--- src/rtl/approx_pkg.sv ---
// approx_pkg: shared types and helpers for the approximation-unit arbiter.
//   state_e     arbiter FSM encoding (IDLE/ISSUE/WAIT/DELIVER)
//   DATA_W_DEF  default operand/result width
//   IT_W_DEF    default iteration-count width
//   clog2()     ceiling log2 usable in constant expressions
package approx_pkg;

  localparam int unsigned DATA_W_DEF = 16;
  localparam int unsigned IT_W_DEF   = 3;

  typedef enum logic [1:0] {
    S_IDLE    = 2'd0,
    S_ISSUE   = 2'd1,
    S_WAIT    = 2'd2,
    S_DELIVER = 2'd3
  } state_e;

  // Smallest r with 2**r >= v (0 for v <= 1).
  function automatic int unsigned clog2(input int unsigned v);
    int unsigned r;
    r = 0;
    for (int unsigned i = 0; i < 32; i++) begin
      if ((64'd1 << i) < 64'(v)) r = i + 1;
    end
    return r;
  endfunction

endpackage

--- src/rtl/rr_arbiter.sv ---
// rr_arbiter: combinational round-robin pick.
//   req_i  in   NUM_REQ         request vector
//   ptr_i  in   clog2(NUM_REQ)  highest-priority index (must be < NUM_REQ)
//   gnt_c  out  NUM_REQ         one-hot grant of the first request at/after ptr_i
//   idx_c  out  clog2(NUM_REQ)  index of the granted request
//   any_c  out  1               at least one request present
module rr_arbiter
  import approx_pkg::*;
#(
  parameter int unsigned NUM_REQ = 4
) (
  input  logic [NUM_REQ-1:0]        req_i,
  input  logic [clog2(NUM_REQ)-1:0] ptr_i,
  output logic [NUM_REQ-1:0]        gnt_c,
  output logic [clog2(NUM_REQ)-1:0] idx_c,
  output logic                      any_c
);

  localparam int unsigned IDX_W = clog2(NUM_REQ);

  logic             found;
  logic [IDX_W-1:0] cand;

  // Scan from the pointer with explicit modulo wrap so non power-of-2 counts work.
  always_comb begin
    gnt_c = '0;
    idx_c = '0;
    found = 1'b0;
    cand  = '0;
    for (int unsigned off = 0; off < NUM_REQ; off++) begin
      cand = IDX_W'((32'(ptr_i) + off) % NUM_REQ);
      if (!found && req_i[cand]) begin
        found       = 1'b1;
        gnt_c[cand] = 1'b1;
        idx_c       = cand;
      end
    end
  end

  assign any_c = |req_i;

endmodule

--- src/rtl/approx_arbiter.sv ---
// approx_arbiter: round-robin sharing of one approximation unit among NUM_REQ clients.
// Optional watchdog: define APPROX_ARB_TIMEOUT_EN to abort WAIT after TIMEOUT_CYC cycles.
//   clk, rst        clock, async active-high reset
//   req_i           per-requester level request (held until ack_o)
//   x_i, nit_i      packed operands / iteration counts, requester k at slice k
//   ack_o           pulse: operand captured
//   resp_valid_o    pulse: resp_y_o valid for that requester
//   resp_y_o        result, held until the next response
//   resp_err_o      1 = watchdog abort (0 when the watchdog is not built)
//   grant_id_o      current / last granted index
//   arb_busy_o      high outside IDLE
//   approx_start_o  one-cycle start to the unit
//   approx_x_o      operand to the unit
//   approx_nit_o    iteration count to the unit
//   approx_busy_i   unit busy (blocks new grants)
//   approx_valid_i  unit result pulse, honoured only in WAIT
//   approx_y_i      unit result
module approx_arbiter
  import approx_pkg::*;
#(
  parameter int unsigned NUM_REQ     = 4,
  parameter int unsigned DATA_W      = DATA_W_DEF,
  parameter int unsigned IT_W        = IT_W_DEF,
  parameter int unsigned TIMEOUT_CYC = 1024
) (
  input  logic                        clk,
  input  logic                        rst,
  input  logic [NUM_REQ-1:0]          req_i,
  input  logic [NUM_REQ*DATA_W-1:0]   x_i,
  input  logic [NUM_REQ*IT_W-1:0]     nit_i,
  output logic [NUM_REQ-1:0]          ack_o,
  output logic [NUM_REQ-1:0]          resp_valid_o,
  output logic [DATA_W-1:0]           resp_y_o,
  output logic                        resp_err_o,
  output logic [clog2(NUM_REQ)-1:0]   grant_id_o,
  output logic                        arb_busy_o,
  output logic                        approx_start_o,
  output logic [DATA_W-1:0]           approx_x_o,
  output logic [IT_W-1:0]             approx_nit_o,
  input  logic                        approx_busy_i,
  input  logic                        approx_valid_i,
  input  logic [DATA_W-1:0]           approx_y_i
);

  localparam int unsigned IDX_W = clog2(NUM_REQ);

  if (NUM_REQ < 2 || NUM_REQ > 8 || TIMEOUT_CYC < 1) begin : g_param_check
    $error("approx_arbiter: NUM_REQ must be 2..8 and TIMEOUT_CYC >= 1");
  end

  state_e              state_q, state_d;
  logic [IDX_W-1:0]    ptr_q, ptr_d;
  logic [IDX_W-1:0]    grant_q, grant_d;
  logic [NUM_REQ-1:0]  ack_q, ack_d;
  logic [NUM_REQ-1:0]  resp_valid_q, resp_valid_d;
  logic [DATA_W-1:0]   resp_y_q, resp_y_d;
  logic                arb_busy_q, arb_busy_d;
  logic                start_q, start_d;
  logic [DATA_W-1:0]   ax_q, ax_d;
  logic [IT_W-1:0]     anit_q, anit_d;

`ifdef APPROX_ARB_TIMEOUT_EN
  localparam int unsigned CNT_W = clog2(TIMEOUT_CYC + 1);
  logic [CNT_W-1:0]    cnt_q, cnt_d;
  logic                resp_err_q, resp_err_d;
`endif

  logic [NUM_REQ-1:0]  win_gnt;
  logic [IDX_W-1:0]    win_idx;
  logic                win_any;

  rr_arbiter #(
    .NUM_REQ (NUM_REQ)
  ) u_rr (
    .req_i (req_i),
    .ptr_i (ptr_q),
    .gnt_c (win_gnt),
    .idx_c (win_idx),
    .any_c (win_any)
  );

  // Next-state and registered-output logic.
  always_comb begin
    state_d      = state_q;
    ptr_d        = ptr_q;
    grant_d      = grant_q;
    ack_d        = '0;
    resp_valid_d = '0;
    resp_y_d     = resp_y_q;
    start_d      = 1'b0;
    ax_d         = ax_q;
    anit_d       = anit_q;
`ifdef APPROX_ARB_TIMEOUT_EN
    cnt_d        = cnt_q;
    resp_err_d   = resp_err_q;
`endif

    case (state_q)
      S_IDLE: begin
        if (win_any && !approx_busy_i) begin
          state_d = S_ISSUE;
          ack_d   = win_gnt;
          grant_d = win_idx;
          for (int k = 0; k < NUM_REQ; k++) begin
            if (win_idx == IDX_W'(k)) begin
              ax_d   = x_i[k*DATA_W +: DATA_W];
              anit_d = nit_i[k*IT_W +: IT_W];
            end
          end
        end
      end
      S_ISSUE: begin
        start_d = 1'b1;
        state_d = S_WAIT;
`ifdef APPROX_ARB_TIMEOUT_EN
        cnt_d   = '0;
`endif
      end
      S_WAIT: begin
        // A result arriving on the final watchdog cycle still wins.
        if (approx_valid_i) begin
          resp_y_d = approx_y_i;
          state_d  = S_DELIVER;
`ifdef APPROX_ARB_TIMEOUT_EN
          resp_err_d = 1'b0;
        end else if (cnt_q == CNT_W'(TIMEOUT_CYC - 1)) begin
          resp_y_d   = '0;
          resp_err_d = 1'b1;
          state_d    = S_DELIVER;
        end else begin
          cnt_d = cnt_q + CNT_W'(1);
`endif
        end
      end
      S_DELIVER: begin
        for (int k = 0; k < NUM_REQ; k++) begin
          if (grant_q == IDX_W'(k)) resp_valid_d[k] = 1'b1;
        end
        ptr_d   = (grant_q == IDX_W'(NUM_REQ - 1)) ? '0 : grant_q + IDX_W'(1);
        state_d = S_IDLE;
      end
      default: state_d = S_IDLE;
    endcase

    arb_busy_d = (state_d != S_IDLE);
  end

  // State and output registers.
  always_ff @(posedge clk or posedge rst) begin
    if (rst) begin
      state_q      <= S_IDLE;
      ptr_q        <= '0;
      grant_q      <= '0;
      ack_q        <= '0;
      resp_valid_q <= '0;
      resp_y_q     <= '0;
      arb_busy_q   <= 1'b0;
      start_q      <= 1'b0;
      ax_q         <= '0;
      anit_q       <= '0;
`ifdef APPROX_ARB_TIMEOUT_EN
      cnt_q        <= '0;
      resp_err_q   <= 1'b0;
`endif
    end else begin
      state_q      <= state_d;
      ptr_q        <= ptr_d;
      grant_q      <= grant_d;
      ack_q        <= ack_d;
      resp_valid_q <= resp_valid_d;
      resp_y_q     <= resp_y_d;
      arb_busy_q   <= arb_busy_d;
      start_q      <= start_d;
      ax_q         <= ax_d;
      anit_q       <= anit_d;
`ifdef APPROX_ARB_TIMEOUT_EN
      cnt_q        <= cnt_d;
      resp_err_q   <= resp_err_d;
`endif
    end
  end

  assign ack_o          = ack_q;
  assign resp_valid_o   = resp_valid_q;
  assign resp_y_o       = resp_y_q;
  assign grant_id_o     = grant_q;
  assign arb_busy_o     = arb_busy_q;
  assign approx_start_o = start_q;
  assign approx_x_o     = ax_q;
  assign approx_nit_o   = anit_q;
`ifdef APPROX_ARB_TIMEOUT_EN
  assign resp_err_o     = resp_err_q;
`else
  assign resp_err_o     = 1'b0;
`endif

endmodule

--- config.mk ---
export PLATFORM = sky130hd
export DESIGN_NAME = approx_arbiter
export DESIGN_NICKNAME = d
export VERILOG_FILES = /design/src/rtl/approx_pkg.sv /design/src/rtl/rr_arbiter.sv /design/src/rtl/approx_arbiter.sv
export SDC_FILE = /design/constraint.sdc
export NUM_CORES = 1
export LEC_CHECK = 0
export CORE_MARGIN = 3
export CORE_UTILIZATION = 36
export CTS_CLUSTER_SIZE = 8
export DETAILED_ROUTE_END_ITERATION = 12
export PLACE_DENSITY = 0.78
export SLEW_MARGIN = 5
export SYNTH_ARGS = -nofsm -noshare
export SYNTH_HDL_FRONTEND = slang
export SYNTH_HIERARCHICAL = 1
export SYNTH_SLANG_ARGS = --single-unit
--- constraint.sdc ---
create_clock -name clk -period 3.1 [get_ports clk]
set_clock_uncertainty 0.15 [all_clocks]
set_input_delay 0.31 -clock clk [delete_from_list [all_inputs] [get_ports clk]]
set_output_delay 0.31 -clock clk [all_outputs]
set_load 0.01 [all_outputs]
Word-level counts from Yosys, hierarchy flattened
Index checks and enable logic that the tools add are counted.
{"block": "totals", "inputBits": 100, "reg_bits": 51, "output_inout_bits": 48, "elab_cells": 102}
{"block": "classes", "n_addsub": 4, "n_bitwise": 3, "magnitude_cmp": 8, "muxes": 47, "reduce_logical": 21, "eq_ne": 9}
{"op": "two-way mux 16 bit", "count": 4}
{"op": "two-way mux 4 bit", "count": 7}
{"op": "two-way mux 1 bit", "count": 16}
{"op": "two-way mux 2 bit", "count": 7}
{"op": "== test 2 bit (second input constant)", "count": 6}
{"op": "< comparator 2 x 3 -> 1 bit (second input constant)", "count": 4}
{"op": "two-way mux 3 bit", "count": 4}
{"op": "bitwise OR 4 bit", "count": 3}
{"op": "binary-select mux 1 bit (select 2 bit)", "count": 4}
{"op": "demux 1 bit (select 2 bit)", "count": 4}
{"op": ">= comparator 2 x 1 -> 1 bit (second input constant)", "count": 4}
{"op": "logical AND 1 bit", "count": 8}
{"op": "one-hot mux 2 bit (4 select lines)", "count": 1}
{"op": "== test 2 x 1 -> 1 bit (second input constant)", "count": 3}
{"op": "logical NOT 2 bit", "count": 3}
{"op": "adder 2 x 1 -> 2 bit (second input constant)", "count": 2}
{"op": "adder 2 bit (second input constant)", "count": 2}
{"op": "logical NOT 1 bit", "count": 4}
{"op": "AND reduction 2 bit", "count": 2}
{"op": "nonzero test 4 bit", "count": 1}
{"op": "OR reduction 4 bit", "count": 1}
{"op": "AND reduction 3 bit", "count": 1}
{"op": "nonzero test 2 bit", "count": 1}

Logic depth before layout (Yosys ltp)
{"block": "depth", "depth_word": 17, "depth_mapped": 10, "depth_no_buf": 8}

Cells and area by module
Netlist, hierarchy kept.
{"mod": "approx_arbiter", "area_each_um2": 2418.6, "cells_each": 144, "seq_area_each_um2": 1276.2, "instances": 1}
{"mod": "rr_arbiter", "area_each_um2": 411.6, "cells_each": 49, "seq_area_each_um2": 0.0, "instances": 1}

Worst setup path before layout
Ideal clock, no wire load.
{"block": "synth_timing", "kind": "register to register", "start": "register ptr_q[0]", "end": "register ax_q[5], in the netlist approx_x_o[5]", "t_arrival_ns": 3.041, "setup_slack_ns": -0.216, "t_required_ns": 2.825, "synth_period_minus_slack_ns": 3.316, "setup_ns": 0.125, "stages_incl_launch_ff": 11, "path_buffers": 2, "cell_sequence": "dfrtp_1 -> buf_2 -> inv_1 -> ha_1 -> mux4_2 -> nor2b_1 -> o21ai_0 -> o31ai_1 -> buf_2 -> mux4_2 -> mux2_2"}
{"block": "synth_via", "elab_chain_cells": 16, "word_cells_on_any_way": 33, "classes_between": "3 x add/sub; 3 x eq/ne; 18 x mux; 9 x reduce/logical"}
{"element": "start: declaration", "line": "approx_arbiter.sv:52", "rtl": "logic [IDX_W-1:0] ptr_q, ptr_d;"}
{"element": "start signal: assignment", "line": "approx_arbiter.sv:167", "rtl": "ptr_q <= ptr_d;"}
{"element": "parallel branches: the longest is 11 deep, another holds adder 2 x 1 -> 2 bit"}
{"element": "two-way mux 2 bit *", "line": "rr_arbiter.sv:32", "rtl": "if (!found && req_i[cand]) begin"}
{"element": "via win_idx[0]", "line": "approx_arbiter.sv:69", "rtl": "logic [IDX_W-1:0] win_idx;"}
{"element": "== test 2 x 1 -> 1 bit", "line": "approx_arbiter.sv:105", "rtl": "if (win_idx == IDX_W'(k)) begin"}
{"element": "two-way mux 16 bit (3 in series)", "line": "approx_arbiter.sv:105"}
{"element": "end signal: assignment", "line": "approx_arbiter.sv:159", "rtl": "ax_q <= '0;"}
{"element": "end signal: assignment", "line": "approx_arbiter.sv:174", "rtl": "ax_q <= ax_d;"}
{"element": "end: declaration", "line": "approx_arbiter.sv:59", "rtl": "logic [DATA_W-1:0] ax_q, ax_d;"}
Mark *: on every way through the listed nets, which the timed path passes. The select of a mux whose other input is x is not followed.
A chain may end at the register's enable or synchronous reset.

Worst setup path in the final report
{"block": "layout_timing", "start": "register ptr_q[1]", "end": "register ax_q[9], in the netlist approx_x_o[9]"}
Same word-level chain as after synthesis.

==> flow_summary.toml <==
[run_status]
run_status = "finished clean"

[final_layout]
n_antenna_cell = 0
drive_gt1_share_pct = 28.0
fillCellCount = 595
layout.cells.non_filler = 449
final_common_cell = "clkdlybuf4s50_1"
most-common-layout-cells = "146 x clkdlybuf4s50_1, 50 x dfrtp_1, 39 x mux2_2, 23 x mux4_2, 13 x buf_4"
area_growth_pct = 63.9
nets = 458
final_area_sq_um = 4640

[die]
start_util_pct = 38.0
num_rows = 31
die_w_microns = 94.7
die_y_microns = 94.7
core_sq_um = 7450
io_pins = 148
dieArea_sq_um = 8960

[critical_path]
worstPathMaxFanout = 20
crit_buf_inv = 3
crit_type = "flip-flop to flip-flop"
crit_chain = "inv_1 > ha_1 > mux4_2 > buf_4 > nand2b_1 > o2111ai_1 > a22o_1 > buf_12 > mux4_2 > mux2_2"
regToRegEndpoint = "approx_x_o[9]"
reg2reg_slack_ns = 0.15
r2r_start = "ptr_q[1]"
worst_path_max_delay_cell = "ha_1"
reg2regPathDepth = 10
arrival_ns = 2.99
cpLargestDelayFamily = "multiplexers"
max_stage_delay_ns = 0.39
cp_data_required_time_ns = 3.14
worstSetupEndpointType = "flip-flop"
cpMostUsedCell = "mux4_2"
start_kind = "flip-flop"

[placed_design]
placed_cells = 441
place_area_sq_um = 4500
routabilityCongestion = 0.736
dpl.hpwl_microns = 6180
io_buffers = 146
dpl_worst_slack_ns = -0.0310

[route]
drt-total-wl_microns = 7720
vias = 2210
drtPass1Iterations = 4
drtIter0Drc = 68
remaining_drc_errors = 0
via_per_inst = 4.92
ant_nets = 0
wl_per_cell_microns = 17.2

[power]
power.leakage_uw = 0.00189
p_switching_uw = 1560
p_clk_share_pct = 11.8
p_int_uw = 3070
switching_share_pct = 33.7
seqPwrFrac_pct = 25.1
power_density_nw_per_um2 = 998
comb_power_share_pct = 63.1
ir_worst_vdd_uv = 442

[timing]
fmax_mhz = 339
min_period_ns = 2.95
finalSetupViolCount = 0
worstMarginPinSlew_ns = 0.759
whs_ns = 0.230
max-slew-margin-rel_pct = 49.2
layout_setup_ws_ns = 0.147
slew_violations = 0
timing.final.crit_share_pct = 95.3
final_hold_viol_count = 0
rsz0062_at_grt = "false"

[flow_run]
max-cap-violations = 0

[clocking]
postCtsHoldBufs = 0
cts_buffers = 5
clk_latency_ns = 0.29
cts_resized = 0
cts.sinks = 51
cts.reportedPaths.clkPinSlew_ns = 0.10
root_buffer = "clkbuf_8"
cts_setup_buffers = 0
cts_tree = "built"
cts_max_level = 2
clock_path_buffers = 2

[yosys]
syn_area_per_cell_sq_um = 14.7
syn_nets = 302
synth.distinct_cells = 34
ys_seq_area_share_pct = 45.1
synth_area_sq_um = 2830
synth_cells = 193
yosys_register_bits = 51
yosysWarningCount = 6

[worst_hold_path]
hold_class = "primary input to async pin"

[global_route]
grt_pass1_vias = 2283
grt_pass1_wl_microns = 11800
grt_antenna_before_repair = 0
track_usage_pct = 17.1
grt_max_degree = 27
grt_overflow = 0
==> cells by family after synthesis <==
family,share of synthesized area (%)
compound gates,4.77
fa+ha+maj,3.98
xor+xnor,0.310
simple gates,7.60
mux,34.2
flops,45.1
other cells,0.132
buf+inv,3.93
==> state kept, by name, indices dropped and copies added (netlist names) <==
| register | count |
|---|---|
| state_q | 2 |
| grant_id_o | 2 |
| approx_nit_o | 3 |
| ptr_q | 2 |
| resp_valid_o | 4 |
| approx_start_o | 1 |
| ack_o | 4 |
| resp_y_o | 16 |
| arb_busy_o | 1 |
| approx_x_o | 16 |
==> synth_stat cells <==
cell type | n | area, sq um
ha_1 | 9 | 113
mux2i_1 | 1 | 10.0
nor2_1 | 6 | 22.5
and2_1 | 4 | 25.0
a21o_1 | 1 | 7.51
nand3_1 | 1 | 5.00
inv_1 | 6 | 22.5
nor4b_4 | 2 | 47.6
o2111ai_1 | 1 | 8.76
nand2_1 | 2 | 7.51
dfrtp_1 | 51 | 1280
o211ai_1 | 1 | 7.51
buf_2 | 5 | 25.0
nand2b_1 | 1 | 6.26
and3_2 | 4 | 30.0
buf_6 | 4 | 45.0
conb_1 | 1 | 3.75
a22o_1 | 1 | 8.76
and3b_1 | 1 | 8.76
mux4_2 | 23 | 518
o21ai_1 | 1 | 5.00
buf_4 | 1 | 7.51
mux2_2 | 39 | 439
clkbuf_1 | 3 | 11.3
or4b_2 | 1 | 10.0
xor2_1 | 1 | 8.76
a22oi_1 | 8 | 60.1
nor2b_1 | 3 | 18.8
and2b_1 | 1 | 7.51
or4_1 | 1 | 7.51
nand3b_2 | 1 | 11.3
nand3b_1 | 1 | 7.51
o31ai_1 | 1 | 7.51
o21ai_0 | 6 | 30.0
==> worst reg2reg max path, delay by kind of cell (launching register included) <==
| family | cells | cell delay [ns] |
|---|---|---|
| AOI/OAI and AO/OA | 2 | 0.40 |
| adders and majority gates | 1 | 0.39 |
| buffers and inverters | 3 | 0.44 |
| DFF | 1 | 0.36 |
| muxes | 3 | 0.95 |
| and+or+nand+nor | 1 | 0.14 |
==> worst max-delay path by stage <==
stage | from | end | slack (ns) | cells past startpoint
finish | ptr_q[1] | approx_x_o[9] | 0.15 | 10
global route | ptr_q[1] | approx_x_o[7] | 0.02 | 10
CTS | ptr_q[1] | approx_x_o[9] | 0.14 | 10
detailed placement | req_i[1] | approx_x_o[9] | -0.03 | 8
global placement | req_i[1] | approx_x_o[10] | 0.03 | 8
floorplan | ptr_q[0] | approx_x_o[5] | 0.03 | 10
==> power by group through the flow <==
stage	logic (uW)	registers, uW	clock network, uW
floorplan	1680	1280	0
global placement	2900	1170	0
detailed placement	2950	1180	0
CTS	2960	1170	558
global route	3160	1210	583
finish	2920	1160	544
==> area by class of cell <==
cell class | instances | area, sq um | share of cell area, %
multi-input cells | 123 | 1460 | 31.5
inverters | 6 | 22.5 | 0.486
flip-flops and latches | 51 | 1280 | 27.5
clock buffers | 5 | 68.8 | 1.48
clock inverters | 3 | 67.6 | 1.46
repair buffers | 162 | 1620 | 34.9
well taps | 99 | 124 | 2.67
==> through the flow <==
| stage | utilization (%) | power, uW | setup TNS, ns |
|---|---|---|---|
| 3_5_place_dp | 60.5 | 4130 | -0.0670 |
| 4_1_cts | 62.3 | 4680 | 0 |
| 3_3_place_gp | 60.5 | 4070 | 0 |
| 6_report | 62.3 | 4630 | 0 |
| 5_1_grt | 62.3 | 4950 | 0 |
| 2_1_floorplan | - | 2960 | 0 |
==> layer usage <==
layer	GRT usage [%]	wire length [microns]
met3	4.78	784
met2	31.8	4000
met5	0	0
met1	19.3	2880
met4	3.97	59
Power figures use the tool's default switching activity.
